`src/rtl/systolic_sequencer.sv`:
```
// Sequencer for a max_dim x max_dim systolic array: captures A/B on start, feeds
// them with the diagonal skew, drains the pipeline and waits for the array to finish.
module systolic_sequencer #(
  parameter int data_width     = 32,
  parameter int bus_width      = 64,
  parameter int timeout_cycles = 16
) (
  input  logic clk,
  input  logic reset,
  input  logic start,
  input  logic mode_in,
  input  logic [(bus_width/data_width)*(bus_width/data_width)*data_width-1:0] mat_a,
  input  logic [(bus_width/data_width)*(bus_width/data_width)*data_width-1:0] mat_b,
  input  logic calc_done_in,
  output logic [(bus_width/data_width)*data_width-1:0] a_feed,
  output logic [(bus_width/data_width)*data_width-1:0] b_feed,
  output logic start_bit_o,
  output logic done_padding_o,
  output logic mode_bit_o,
  output logic busy,
  output logic done,
  output logic timeout_err
);

  localparam int max_dim  = bus_width / data_width;
  localparam int mat_w    = max_dim * max_dim * data_width;
  localparam int row_w    = max_dim * data_width;
  localparam int feed_len = 2 * max_dim - 1;
  localparam int tw       = $clog2(2 * max_dim + 1);
  localparam int ww       = $clog2(timeout_cycles + 1);

  typedef enum logic [2:0] {IDLE, LOAD, FEED, DRAIN, WAIT, FIN} state_t;

  state_t           state;
  logic [mat_w-1:0] a_reg;
  logic [mat_w-1:0] b_reg;
  logic [tw-1:0]    t;
  logic [ww-1:0]    wait_cnt;
  logic [tw-1:0]    feed_idx;
  logic [row_w-1:0] a_sched;
  logic [row_w-1:0] b_sched;

  // Feed outputs are registered, so the schedule is built for the step being entered.
  assign feed_idx = (state == LOAD) ? '0 : t + tw'(1);

  always_comb begin
    a_sched = '0;
    b_sched = '0;
    for (int i = 0; i < max_dim; i++) begin
      for (int k = 0; k < max_dim; k++) begin
        if (int'(feed_idx) == i + k) begin
          a_sched[i*data_width +: data_width] = a_reg[(i*max_dim + k)*data_width +: data_width];
          b_sched[i*data_width +: data_width] = b_reg[(k*max_dim + i)*data_width +: data_width];
        end
      end
    end
  end

  always_ff @(posedge clk or negedge reset) begin
    if (!reset) begin
      state          <= IDLE;
      a_reg          <= '0;
      b_reg          <= '0;
      t              <= '0;
      wait_cnt       <= '0;
      a_feed         <= '0;
      b_feed         <= '0;
      start_bit_o    <= 1'b0;
      done_padding_o <= 1'b0;
      mode_bit_o     <= 1'b0;
      busy           <= 1'b0;
      done           <= 1'b0;
      timeout_err    <= 1'b0;
    end else begin
      case (state)
        IDLE: begin
          if (start) begin
            a_reg       <= mat_a;
            b_reg       <= mat_b;
            mode_bit_o  <= mode_in;
            timeout_err <= 1'b0;
            busy        <= 1'b1;
            state       <= LOAD;
          end
        end
        LOAD: begin
          t              <= '0;
          a_feed         <= a_sched;
          b_feed         <= b_sched;
          start_bit_o    <= 1'b1;
          done_padding_o <= 1'b1;
          state          <= FEED;
        end
        FEED: begin
          if (t == tw'(feed_len - 1)) begin
            t      <= '0;
            a_feed <= '0;
            b_feed <= '0;
            state  <= DRAIN;
          end else begin
            t      <= t + tw'(1);
            a_feed <= a_sched;
            b_feed <= b_sched;
          end
        end
        DRAIN: begin
          if (t == tw'(max_dim - 1)) begin
            wait_cnt <= '0;
            state    <= WAIT;
          end else begin
            t <= t + tw'(1);
          end
        end
        WAIT: begin
          // Completion takes priority over a timeout reached in the same cycle.
          if (calc_done_in || (wait_cnt == ww'(timeout_cycles - 1))) begin
            if (!calc_done_in) timeout_err <= 1'b1;
            start_bit_o    <= 1'b0;
            done_padding_o <= 1'b0;
            done           <= 1'b1;
            state          <= FIN;
          end else begin
            wait_cnt <= wait_cnt + ww'(1);
          end
        end
        FIN: begin
          done  <= 1'b0;
          busy  <= 1'b0;
          state <= IDLE;
        end
        default: state <= IDLE;
      endcase
    end
  end

endmodule

```
`config.mk`:
```
export PLATFORM = sky130hd
export DESIGN_NAME = systolic_sequencer
export DESIGN_NICKNAME = d
export VERILOG_FILES = /design/src/rtl/systolic_sequencer.sv
export SDC_FILE = /design/constraint.sdc
export NUM_CORES = 1
export LEC_CHECK = 0
export ABC_CLOCK_PERIOD_IN_PS = 4500
export BUFFER_PORTS_ARGS = -buffer_cell sky130_fd_sc_hd__buf_2
export CORE_MARGIN = 5
export CORE_UTILIZATION = 40
export CTS_BUF_LIST = sky130_fd_sc_hd__clkbuf_4
export DETAILED_ROUTE_END_ITERATION = 16
export PLACE_DENSITY = 0.62
export SYNTH_ARGS = -nofsm -noshare
export SYNTH_HDL_FRONTEND = slang
export SYNTH_SLANG_ARGS = --single-unit
```
`constraint.sdc`:
```
create_clock -name clk -period 4.5 [get_ports clk]
set_clock_uncertainty 0.15 [all_clocks]
set_input_delay 0.45 -clock clk [delete_from_list [all_inputs] [get_ports clk]]
set_output_delay 0.45 -clock clk [all_outputs]
set_load 0.1 [all_outputs]
```
==> impl_metrics.env, run 1 <==
export IMPL_min_period_over_period_pct=61.0
export IMPL_rsz0062_at_grt="no"
export IMPL_cp_required_ns=5.01
export IMPL_syn_instance_count=1204
export IMPL_postSynthAreaPerCell_um2=13.3
export IMPL_met2_usage_pct=33.0
export IMPL_cts_root_buf="clkbuf_4"
export IMPL_htree_levels=3
export IMPL_yosysUniqueCellTypes=36
export IMPL_p_per_area_nw_per_um2=727
export IMPL_die_x_um=210
export IMPL_worst_slack_ns=1.76
export IMPL_globalplace_congestion=0.794
export IMPL_drtAntennaViolNets=0
export IMPL_syn2layout_area_growth_pct=39.7
export IMPL_clkLatencyLatePin_ns=0.81
export IMPL_vias=12500
export IMPL_maxSlewHeadroom_pct=33.2
export IMPL_grt_first_pass_wirelength_um=73800
export IMPL_crit_type="reg -> reg"
export IMPL_grt_pass1_vias=13600
export IMPL_peakVddDrop_mv=0.597
export IMPL_r2r_slack_ns=1.76
export IMPL_finalMaxSlewViolations=0
export IMPL_cp_startpoint="state[0]"
export IMPL_start_util_pct=40.4
export IMPL_drc_errors=0
export IMPL_rows=73
export IMPL_hold_violations=0
export IMPL_clkSinkCount=400
export IMPL_synthesis_area_um2=16000
export IMPL_synth_seq_area_share_pct=62.5
export IMPL_rr_startpoint="state[0]"
export IMPL_dieArea_um2=44100
export IMPL_layout_common_cells="400 x dfrtp_1, 393 x buf_2, 260 x dlygate4sd3_1, 258 x mux2_2, 162 x clkbuf_4"
export IMPL_grt_busiest_layer="met2"
export IMPL_cap_violations=0
export IMPL_grtUsageMet1_pct=26.1
export IMPL_ys_warn_count=0
export IMPL_fin_crit_ns=2.74
export IMPL_dieHeight_um=210
export IMPL_worstMarginPinSlew_ns=1.00
export IMPL_worst_setup_path_end_kind="flip-flop"
export IMPL_final_setup_viol_count=0
export IMPL_cts_path_max_buffers=3
export IMPL_cp_max_fo=84
export IMPL_grt_max_degree=129
export IMPL_min_path_type="in -> async"
export IMPL_fp_coreArea_um2=39600
export IMPL_synth_edf_count=0
export IMPL_gr_total_overflow=0
export IMPL_grt_total_usage_pct=20.5
export IMPL_dp_slack_ns=1.75
export IMPL_cts_made_buffers=107
export IMPL_cts_tree="yes"
export IMPL_vias_per_cell=5.00
export IMPL_ys_flop_type="dfrtp_1"
export IMPL_mostFrequentLayoutCell="dfrtp_1"
export IMPL_firstDrtPassIters=5
export IMPL_synthArstFlopShare_pct=100
export IMPL_max_freq_mhz=365
export IMPL_use_met3_pct=6.12
export IMPL_p_leak_nw=10.4
export IMPL_clk_pin_slew_ns=0.06
export IMPL_status="complete, no violations"
export IMPL_finish_net_count=2166
export IMPL_drt_iter0_drc=767
export IMPL_drive_gt1_share_pct=43.0
export IMPL_io_pins=395
export IMPL_hpwl_um=27000
export IMPL_synth_nets=1470
export IMPL_portBuffers=394
export IMPL_arrival_ns=3.25
export IMPL_tns_ns=0
export IMPL_detail_route_wl_per_cell_um=18.3
export IMPL_synth_seq_cells=400
export IMPL_antenna_found_initial=3
export IMPL_routed_wirelength_um=46000
export IMPL_setup_worst_path_start_class="flip-flop"
==> path summary, 6_finish.rpt <==
kind | end | depth (start not counted)
max reg2reg | a_reg[114] | 5
max | a_reg[114] | 5
max in group asynchronous | b_feed[15] | 3
min in group clk | a_reg[59] | 3
min | a_feed[19] | 2
min reg2reg | a_feed[10] | 2
==> synthesized netlist by cell type, drive strengths merged (3+ instances only) <==
| cell | count | area, um^2 |
|---|---|---|
| o21ai | 133 | 666 |
| nand2 | 134 | 503 |
| mux2 | 258 | 2910 |
| ha | 5 | 62.6 |
| and3 | 5 | 31.3 |
| nand2b | 4 | 25.0 |
| xor2 | 3 | 33.8 |
| nor2b | 3 | 18.8 |
| dfrtp | 400 | 10000 |
| a22oi | 128 | 961 |
| a21oi | 8 | 40.0 |
| inv | 5 | 18.8 |
| buf | 60 | 407 |
| clkbuf | 27 | 101 |
| nor2 | 11 | 51.3 |
==> metrics by stage <==
| stage | total power (W) | cells | utilization [%] | hold slack (ns) | instance area [um^2] |
|---|---|---|---|---|---|
| after floorplan | 0.0114 | 1204 | - | 0.00441 | 16000 |
| after global placement | 0.0128 | 2056 | 46.4 | 0.306 | 18400 |
| after detailed placement | 0.0130 | 2056 | 46.4 | 0.318 | 18400 |
| after CTS | 0.0164 | 2505 | 56.4 | 0.133 | 22400 |
| after global routing | 0.0173 | 2509 | 56.5 | 0.182 | 22400 |
| final | 0.0163 | 2509 | 56.5 | 0.196 | 22400 |
==> critical path, cell delays in order (launching register included) <==
cell and delay [ns]:
dfrtp_1 0.55, nor2_4 0.24, nand2_1 0.13, nor2_4 0.59
buf_12 0.41, mux2_2 0.40
==> cells by family after synthesis <==
kind of cell / synth area share (%)
compound gates: 10.8
xor+xnor: 0.211
fa+ha+maj: 0.391
buf+inv: 3.29
flops: 62.5
mux: 18.3
simple gates: 4.50
==> where the power goes <==
| part | internal (W) | total, W | switching [W] |
|---|---|---|---|
| combinational | 0.00235 | 0.00714 | 0.00478 |
| sequential | 0.00512 | 0.00595 | 0.000827 |
| clock | 0.00169 | 0.00319 | 0.00150 |
==> metal layers <==
| layer | up-vias | routed length [um] | part of all wire (%) |
|---|---|---|---|
| li1 | 5770 | - | - |
| met1 | 6247 | 18800 | 41 |
| met2 | 430 | 22600 | 49 |
| met3 | 100 | 3180 | 6.9 |
| met4 | 0 | 1380 | 3.0 |
| met5 | - | 0 | 0 |
==> cell type report <==
cell class	count	area [um^2]
Inverter	5	18.8
Multi-Input combinational cell	712	5520
Timing Repair Buffer	674	4810
Clock inverter	27	140
Antenna cell	4	10.0
Sequential cell	400	10000
Fill cell	3295	17300
Clock buffer	162	1220
Tap cell	525	657
==> what timing repair did <==
action | 4_1_cts | 5_1_grt
buffers inserted | 0 | 0
gates resized for setup | 0 | 0
hold endpoints to repair | 372 | 0
hold buffers | 260 | 0
Power figures use the tool's default switching activity.
==> inputs of run 2 (changes only) <==
ABC_AREA = 1   (was unset)
ABC_CLOCK_PERIOD_IN_PS = 2500   (was 4500)
PLACE_DENSITY = 0.63   (was 0.62)
clock period = 2.5 ns   (was 4.5 ns; I/O delays follow)
==> impl_metrics.env, run 2 <==
export IMPL_register_area_um2=10000
export IMPL_syn_instance_count=2204
export IMPL_cts_root_buf="clkbuf_4"
export IMPL_fill_cells=3478
export IMPL_portBuffers=394
export IMPL_drc_errors=0
export IMPL_clk_pin_slew_ns=0.07
export IMPL_hpwl_um=36700
export IMPL_min_path_type="in -> reg"
export IMPL_ys_warn_count=0
export IMPL_r2r_slack_ns=0.16
export IMPL_cp_required_ns=3.15
export IMPL_postSynthAreaPerCell_um2=7.94
export IMPL_rsz0062_at_grt="no"
export IMPL_cap_violations=0
export IMPL_worstPathCellList="inv_1 -> ha_1 -> inv_1 -> nor2_4 -> buf_16 -> nand4_1 -> nand2_1 -> nand2_1 -> nand2_1"
export IMPL_path_buf_inv=3
export IMPL_worstSetupPathDepth=9
export IMPL_io_pins=395
export IMPL_vias=19700
export IMPL_fin_cells=3792
export IMPL_total_power_w=0.0331
export IMPL_syn2layout_area_growth_pct=52.6
export IMPL_synth_area_leaders="dfrtp_1 57%, nand2_1 28%, nand4_1 4.6%, nand3_1 3.8%, buf_2 2.7%"
export IMPL_fin_crit_ns=2.34
export IMPL_mostFrequentLayoutCell="nand2_1"
export IMPL_die_x_um=219
export IMPL_netlist_area_leader_share_pct=57.2
export IMPL_postPlaceCellArea_um2=20100
export IMPL_detail_route_wl_per_cell_um=18.7
export IMPL_synth_nets=2470
export IMPL_clkSinkCount=400
export IMPL_cts_made_buffers=109
export IMPL_max_freq_mhz=427
export IMPL_yosysMostFrequentCell="nand2_1"
export IMPL_ys_flop_type="dfrtp_1"
export IMPL_drt_iter0_drc=1943
export IMPL_peakVddDrop_mv=0.886
export IMPL_grt_first_pass_wirelength_um=111000
export IMPL_crit_type="reg -> reg"
export IMPL_worstReg2RegEnd="a_feed[13]"
export IMPL_start_util_pct=40.5
export IMPL_synthesis_area_um2=17500
export IMPL_globalplace_congestion=0.825
export IMPL_setup_worst_path_start_class="flip-flop"
export IMPL_rr_startpoint="t[0]"
export IMPL_endpoint="a_feed[13]"
export IMPL_vias_per_cell=5.21
export IMPL_htree_levels=3
export IMPL_finish_net_count=3379
export IMPL_synthArstFlopShare_pct=100
export IMPL_yosysUniqueCellTypes=23
export IMPL_slowest_delay_ns=0.46
export IMPL_dp_cells=3072
export IMPL_synth_edf_count=0
export IMPL_p_per_area_nw_per_um2=1240
export IMPL_firstDrtPassIters=8
export IMPL_rows=76
export IMPL_status="complete, no violations"
export IMPL_fp_coreArea_um2=43200
export IMPL_finalMaxSlewViolations=0
export IMPL_final_setup_viol_count=0
export IMPL_finalHoldWorstSlack_ns=0.0788
export IMPL_routed_wirelength_um=70900
export IMPL_reg2reg_depth=9
export IMPL_min_from="mat_b[65]"
export IMPL_worst_setup_path_end_kind="flip-flop"
export IMPL_grt_total_usage_pct=28.9
export IMPL_cp_max_fo=76
export IMPL_synth_seq_cells=400
export IMPL_cp_startpoint="t[0]"
export IMPL_crit_top_cell="nand2_1"
export IMPL_cpLargestDelayFamily="buffers and inverters"
export IMPL_synth_seq_area_share_pct=57.2
export IMPL_maxSlewHeadroom_pct=51.1
export IMPL_grt_max_degree=115
export IMPL_drtAntennaViolNets=0
export IMPL_yosys_top_cells_count="1322 x nand2_1, 400 x dfrtp_1, 134 x nand3_1"
export IMPL_clkLatencyLatePin_ns=0.86
export IMPL_multi_input_area_um2=6730
export IMPL_gr_total_overflow=0
export IMPL_drive_gt1_share_pct=19.5
export IMPL_crit_slowest_cell="dfrtp_1"
export IMPL_cts_tree="yes"
export IMPL_min_period_over_period_pct=93.8
export IMPL_antenna_found_initial=12
export IMPL_arrival_ns=3.00
export IMPL_hold_violations=0
export IMPL_worstMarginPinSlew_ns=0.734
export IMPL_grt_pass1_vias=20700
export IMPL_layout_common_cells="1320 x nand2_1, 512 x dlygate4sd3_1, 400 x dfrtp_1, 393 x buf_2, 166 x clkbuf_4"
export IMPL_cts_path_max_buffers=3
export IMPL_dieHeight_um=219
export IMPL_yosysTopAreaCell="dfrtp_1"
export IMPL_dieArea_um2=48000
export IMPL_tns_ns=0
export IMPL_p_leak_nw=14.7
export IMPL_design_area_um2=26700
[run 2: cell count changes after synthesis, moves of 26 or more]
cell / change
nand2_1: +1188
mux2_2: -258
nand3_1: +133
a22oi_1: -128
nand4_1: +128
o21ai_1: -102
buf_2: +68
buf_4: -26
[run 2: logic make-up (layout without fill, tap and decap cells)]
| group | after synthesis | in the layout | synth area share [%] |
|---|---|---|---|
| flops | 400 | 400 | 57.2 |
| xor+xnor | 1 | 1 | 0.0501 |
| buf+inv | 180 | 1163 | 4.57 |
| compound gates | 12 | 12 | 0.386 |
| simple gates | 1606 | 1606 | 37.4 |
| fa+ha+maj | 5 | 5 | 0.358 |
| other cells | 0 | 20 | 0 |
[run 2: worst min-delay path by stage]
stage / end / depth (start not counted) / slack, ns
2_1_floorplan: a_feed[0] / 0 / -0.20
3_3_place_gp: a_reg[19] / 1 / 0.13
3_5_place_dp: a_reg[19] / 1 / 0.14
4_1_cts: b_reg[65] / 4 / 0.002
5_1_grt: b_reg[125] / 4 / 0.002
6_report: b_reg[65] / 4 / 0.08
[run 2: power breakdown]
| group | leakage (nW) | internal (W) | switching, W |
|---|---|---|---|
| Combinational | 8.75 | 0.00414 | 0.0124 |
| Sequential | 5.12 | 0.00911 | 0.00158 |
| Clock | 0.816 | 0.00309 | 0.00283 |
| Total | 14.7 | 0.0163 | 0.0168 |
[run 2: per-layer routing]
layer / share of wire [%] / vias up / track usage [%] / wire length [um]
li1: - / 8830 / - / -
met1: 39 / 9336 / 36.0 / 27800
met5: 0.054 / - / 0 / 38
met4: 5.0 / 6 / 15.1 / 3530
met2: 46 / 1260 / 46.1 / 32800
met3: 9.4 / 317 / 8.00 / 6640
[run 2: layout make-up]
cell class | count | area share [%]
Tap cell | 585 | 2.74
Inverter | 28 | 0.440
Clock inverter | 19 | 0.394
Antenna cell | 20 | 0.187
Clock buffer | 166 | 4.67
Sequential cell | 400 | 37.5
Multi-Input combinational cell | 1624 | 25.2
Timing Repair Buffer | 950 | 28.9
[run 2: worst min-delay path, delay by kind of cell]
family,cells,cell delay (ns)
buffers and inverters,2,0.69
AND/OR/NAND/NOR,2,0.11
[run 2: metrics by stage]
step	utilization (%)	worst slack, ns
final	61.9	0.156
after global routing	61.8	0.00786
after CTS	61.6	0.0349
after detailed placement	46.6	0.242
after global placement	46.6	0.345
after floorplan	-	0.616
[run 2: timing repair]
item / 4_1_cts / 5_1_grt
gates resized for setup: 0 / 2
endpoints found under the hold margin: 666 / 0
hold buffers: 512 / 0
endpoints found under the setup margin: 0 / 3
setup buffers: 0 / 2
==> inputs of run 3 (changes only) <==
REMOVE_ABC_BUFFERS = 1   (was unset)
==> impl_metrics.env, run 3 (synthesis gave the netlist of run 2 again) <==
export IMPL_finish_net_count=3450
export IMPL_rr_startpoint="state[0]"
export IMPL_antenna_found_initial=6
export IMPL_min_to="wait_cnt[1]"
export IMPL_clkSinkCount=400
export IMPL_final_setup_viol_count=0
export IMPL_cts_made_buffers=107
export IMPL_cts_root_buf="clkbuf_4"
export IMPL_rows=76
export IMPL_crit_slowest_cell="dlygate4sd3_1"
export IMPL_start_util_pct=40.5
export IMPL_fin_crit_ns=2.40
export IMPL_worstPathCellList="nor2_2 -> inv_2 -> nor3_4 -> buf_12 -> buf_8 -> nand2_1 -> dlygate4sd3_1 -> nand2_1"
export IMPL_maxSlewHeadroom_pct=53.8
export IMPL_status="complete, no violations"
export IMPL_setup_worst_path_start_class="flip-flop"
export IMPL_worstReg2RegEnd="b_reg[6]"
export IMPL_cts_path_max_buffers=3
export IMPL_clkLatencyLatePin_ns=0.84
export IMPL_utilization_pct=63.7
export IMPL_min_from="calc_done_in"
export IMPL_grt_pass1_vias=20900
export IMPL_hold_depth=5
export IMPL_grt_total_usage_pct=28.5
export IMPL_dp_slack_ns=0.319
export IMPL_arrival_ns=3.04
export IMPL_finalMaxSlewViolations=0
export IMPL_cts_tree="yes"
export IMPL_dieArea_um2=48000
export IMPL_postPlaceCellArea_um2=20300
export IMPL_drive_gt1_share_pct=19.5
export IMPL_drt_iter0_drc=2012
export IMPL_clk_pin_slew_ns=0.06
export IMPL_p_per_area_nw_per_um2=1220
export IMPL_cap_violations=0
export IMPL_switching_share_pct=50.0
export IMPL_worstMarginPinSlew_ns=0.693
export IMPL_switchingPower_w=0.0168
export IMPL_max_freq_mhz=416
export IMPL_hpwl_um=35200
export IMPL_seqPwrFrac_pct=31.9
export IMPL_vias_per_cell=5.21
export IMPL_hold_violations=0
export IMPL_path_buf_inv=4
export IMPL_drtAntennaViolNets=0
export IMPL_slowest_delay_ns=0.58
export IMPL_internal_power_w=0.0168
export IMPL_p_leak_nw=14.9
export IMPL_p_comb_share_pct=50.2
export IMPL_die_x_um=219
export IMPL_gr_total_overflow=0
export IMPL_min_path_type="in -> reg"
export IMPL_min_period_over_period_pct=96.1
export IMPL_drc_errors=0
export IMPL_cp_required_ns=3.13
export IMPL_reg2reg_depth=8
export IMPL_mostFrequentLayoutCell="nand2_1"
export IMPL_syn2layout_area_growth_pct=57.0
export IMPL_fp_coreArea_um2=43200
export IMPL_rsz0062_at_grt="no"
export IMPL_portBuffers=394
export IMPL_r2r_slack_ns=0.1
export IMPL_worst_setup_path_end_kind="flip-flop"
export IMPL_layout_common_cells="1320 x nand2_1, 571 x dlygate4sd3_1, 400 x dfrtp_1, 393 x buf_2, 166 x clkbuf_4"
export IMPL_crit_type="reg -> reg"
export IMPL_p_clk_share_pct=17.9
export IMPL_htree_levels=3
export IMPL_worst_slack_ns=0.0968
export IMPL_cp_max_fo=30
export IMPL_globalplace_congestion=0.799
export IMPL_dieHeight_um=219
export IMPL_detail_route_wl_per_cell_um=18.0
export IMPL_design_area_um2=27500
export IMPL_cpLargestDelayFamily="buffers and inverters"
export IMPL_vias=20100
export IMPL_grt_first_pass_wirelength_um=110000
export IMPL_firstDrtPassIters=6
export IMPL_crit_top_cell="nand2_1"
export IMPL_routed_wirelength_um=69500
export IMPL_io_pins=395
export IMPL_peakVddDrop_mv=0.876
export IMPL_grt_max_degree=75
## run 3: changes by cell type in the layout (fill, tap and decap cells not counted), moves of 2 or more
cell / change
diode_2: -10
inv_2: +2
buf_4: +8
dlygate4sd3_1: +59
buf_12: +6
## run 3: per-stage QoR
step	power, W	hold slack [ns]	cells	setup TNS, ns
after floorplan	0.0230	-0.196	2052	-2180.20
after global placement	0.0260	0.0758	3086	0
after detailed placement	0.0262	0.0818	3086	0
after CTS	0.0331	0.0775	3845	0
after global routing	0.0356	0.125	3855	0
final	0.0335	0.207	3857	0
## run 3: power by group through the flow
stage          Combinational (W)  Sequential [W]  Clock [W]
2_1_floorplan            0.00639          0.0167          0
3_3_place_gp              0.0154          0.0106          0
3_5_place_dp              0.0156          0.0107          0
4_1_cts                   0.0164          0.0106    0.00611
5_1_grt                   0.0182          0.0109    0.00652
6_report                  0.0168          0.0107    0.00599
## run 3: layout make-up
cell class              instances  area [um^2]
clock inverters                21          133
clock buffers                 166         1250
repair buffers               1023         8490
fillers                      3344        15700
diodes                         10         25.0
well taps                     585          732
flip-flops and latches        400        10000
multi-input cells            1624         6730
inverters                      28          118
## run 3: worst max path at each step
stage                        start         end  slack, ns  cells after the start
final                     state[0]    b_reg[6]        0.1                      8
after global routing      state[0]   b_reg[19]       0.02                      8
after CTS                 state[0]   a_reg[40]       0.05                      7
after detailed placement      t[0]   b_feed[8]       0.32                      9
after global placement    state[0]  a_reg[108]       0.35                      7
after floorplan           state[0]    a_reg[0]      -6.99                      6
## run 3: worst min-delay path, cell delays in order
cell and delay (ns):
dlygate4sd3_1 0.56, buf_2 0.15, inv_1 0.06, nand4_1 0.08
nand2_1 0.05
## run 3: what timing repair did
action                                  in CTS  in global routing
hold endpoints to repair                   666                  0
endpoints found under the setup margin       0                 43
gates resized for setup                      0                  3
buffers inserted                             0                  1
hold buffers                               572                  0
## run 3: metal layers
| layer | up-vias | track usage [%] | part of all wire [%] |
|---|---|---|---|
| met3 | 259 | 7.46 | 9.0 |
| li1 | 8983 | - | - |
| met5 | - | 0 | 0 |
| met1 | 9588 | 35.2 | 39 |
| met4 | 0 | 13.2 | 4.1 |
| met2 | 1266 | 47.1 | 48 |
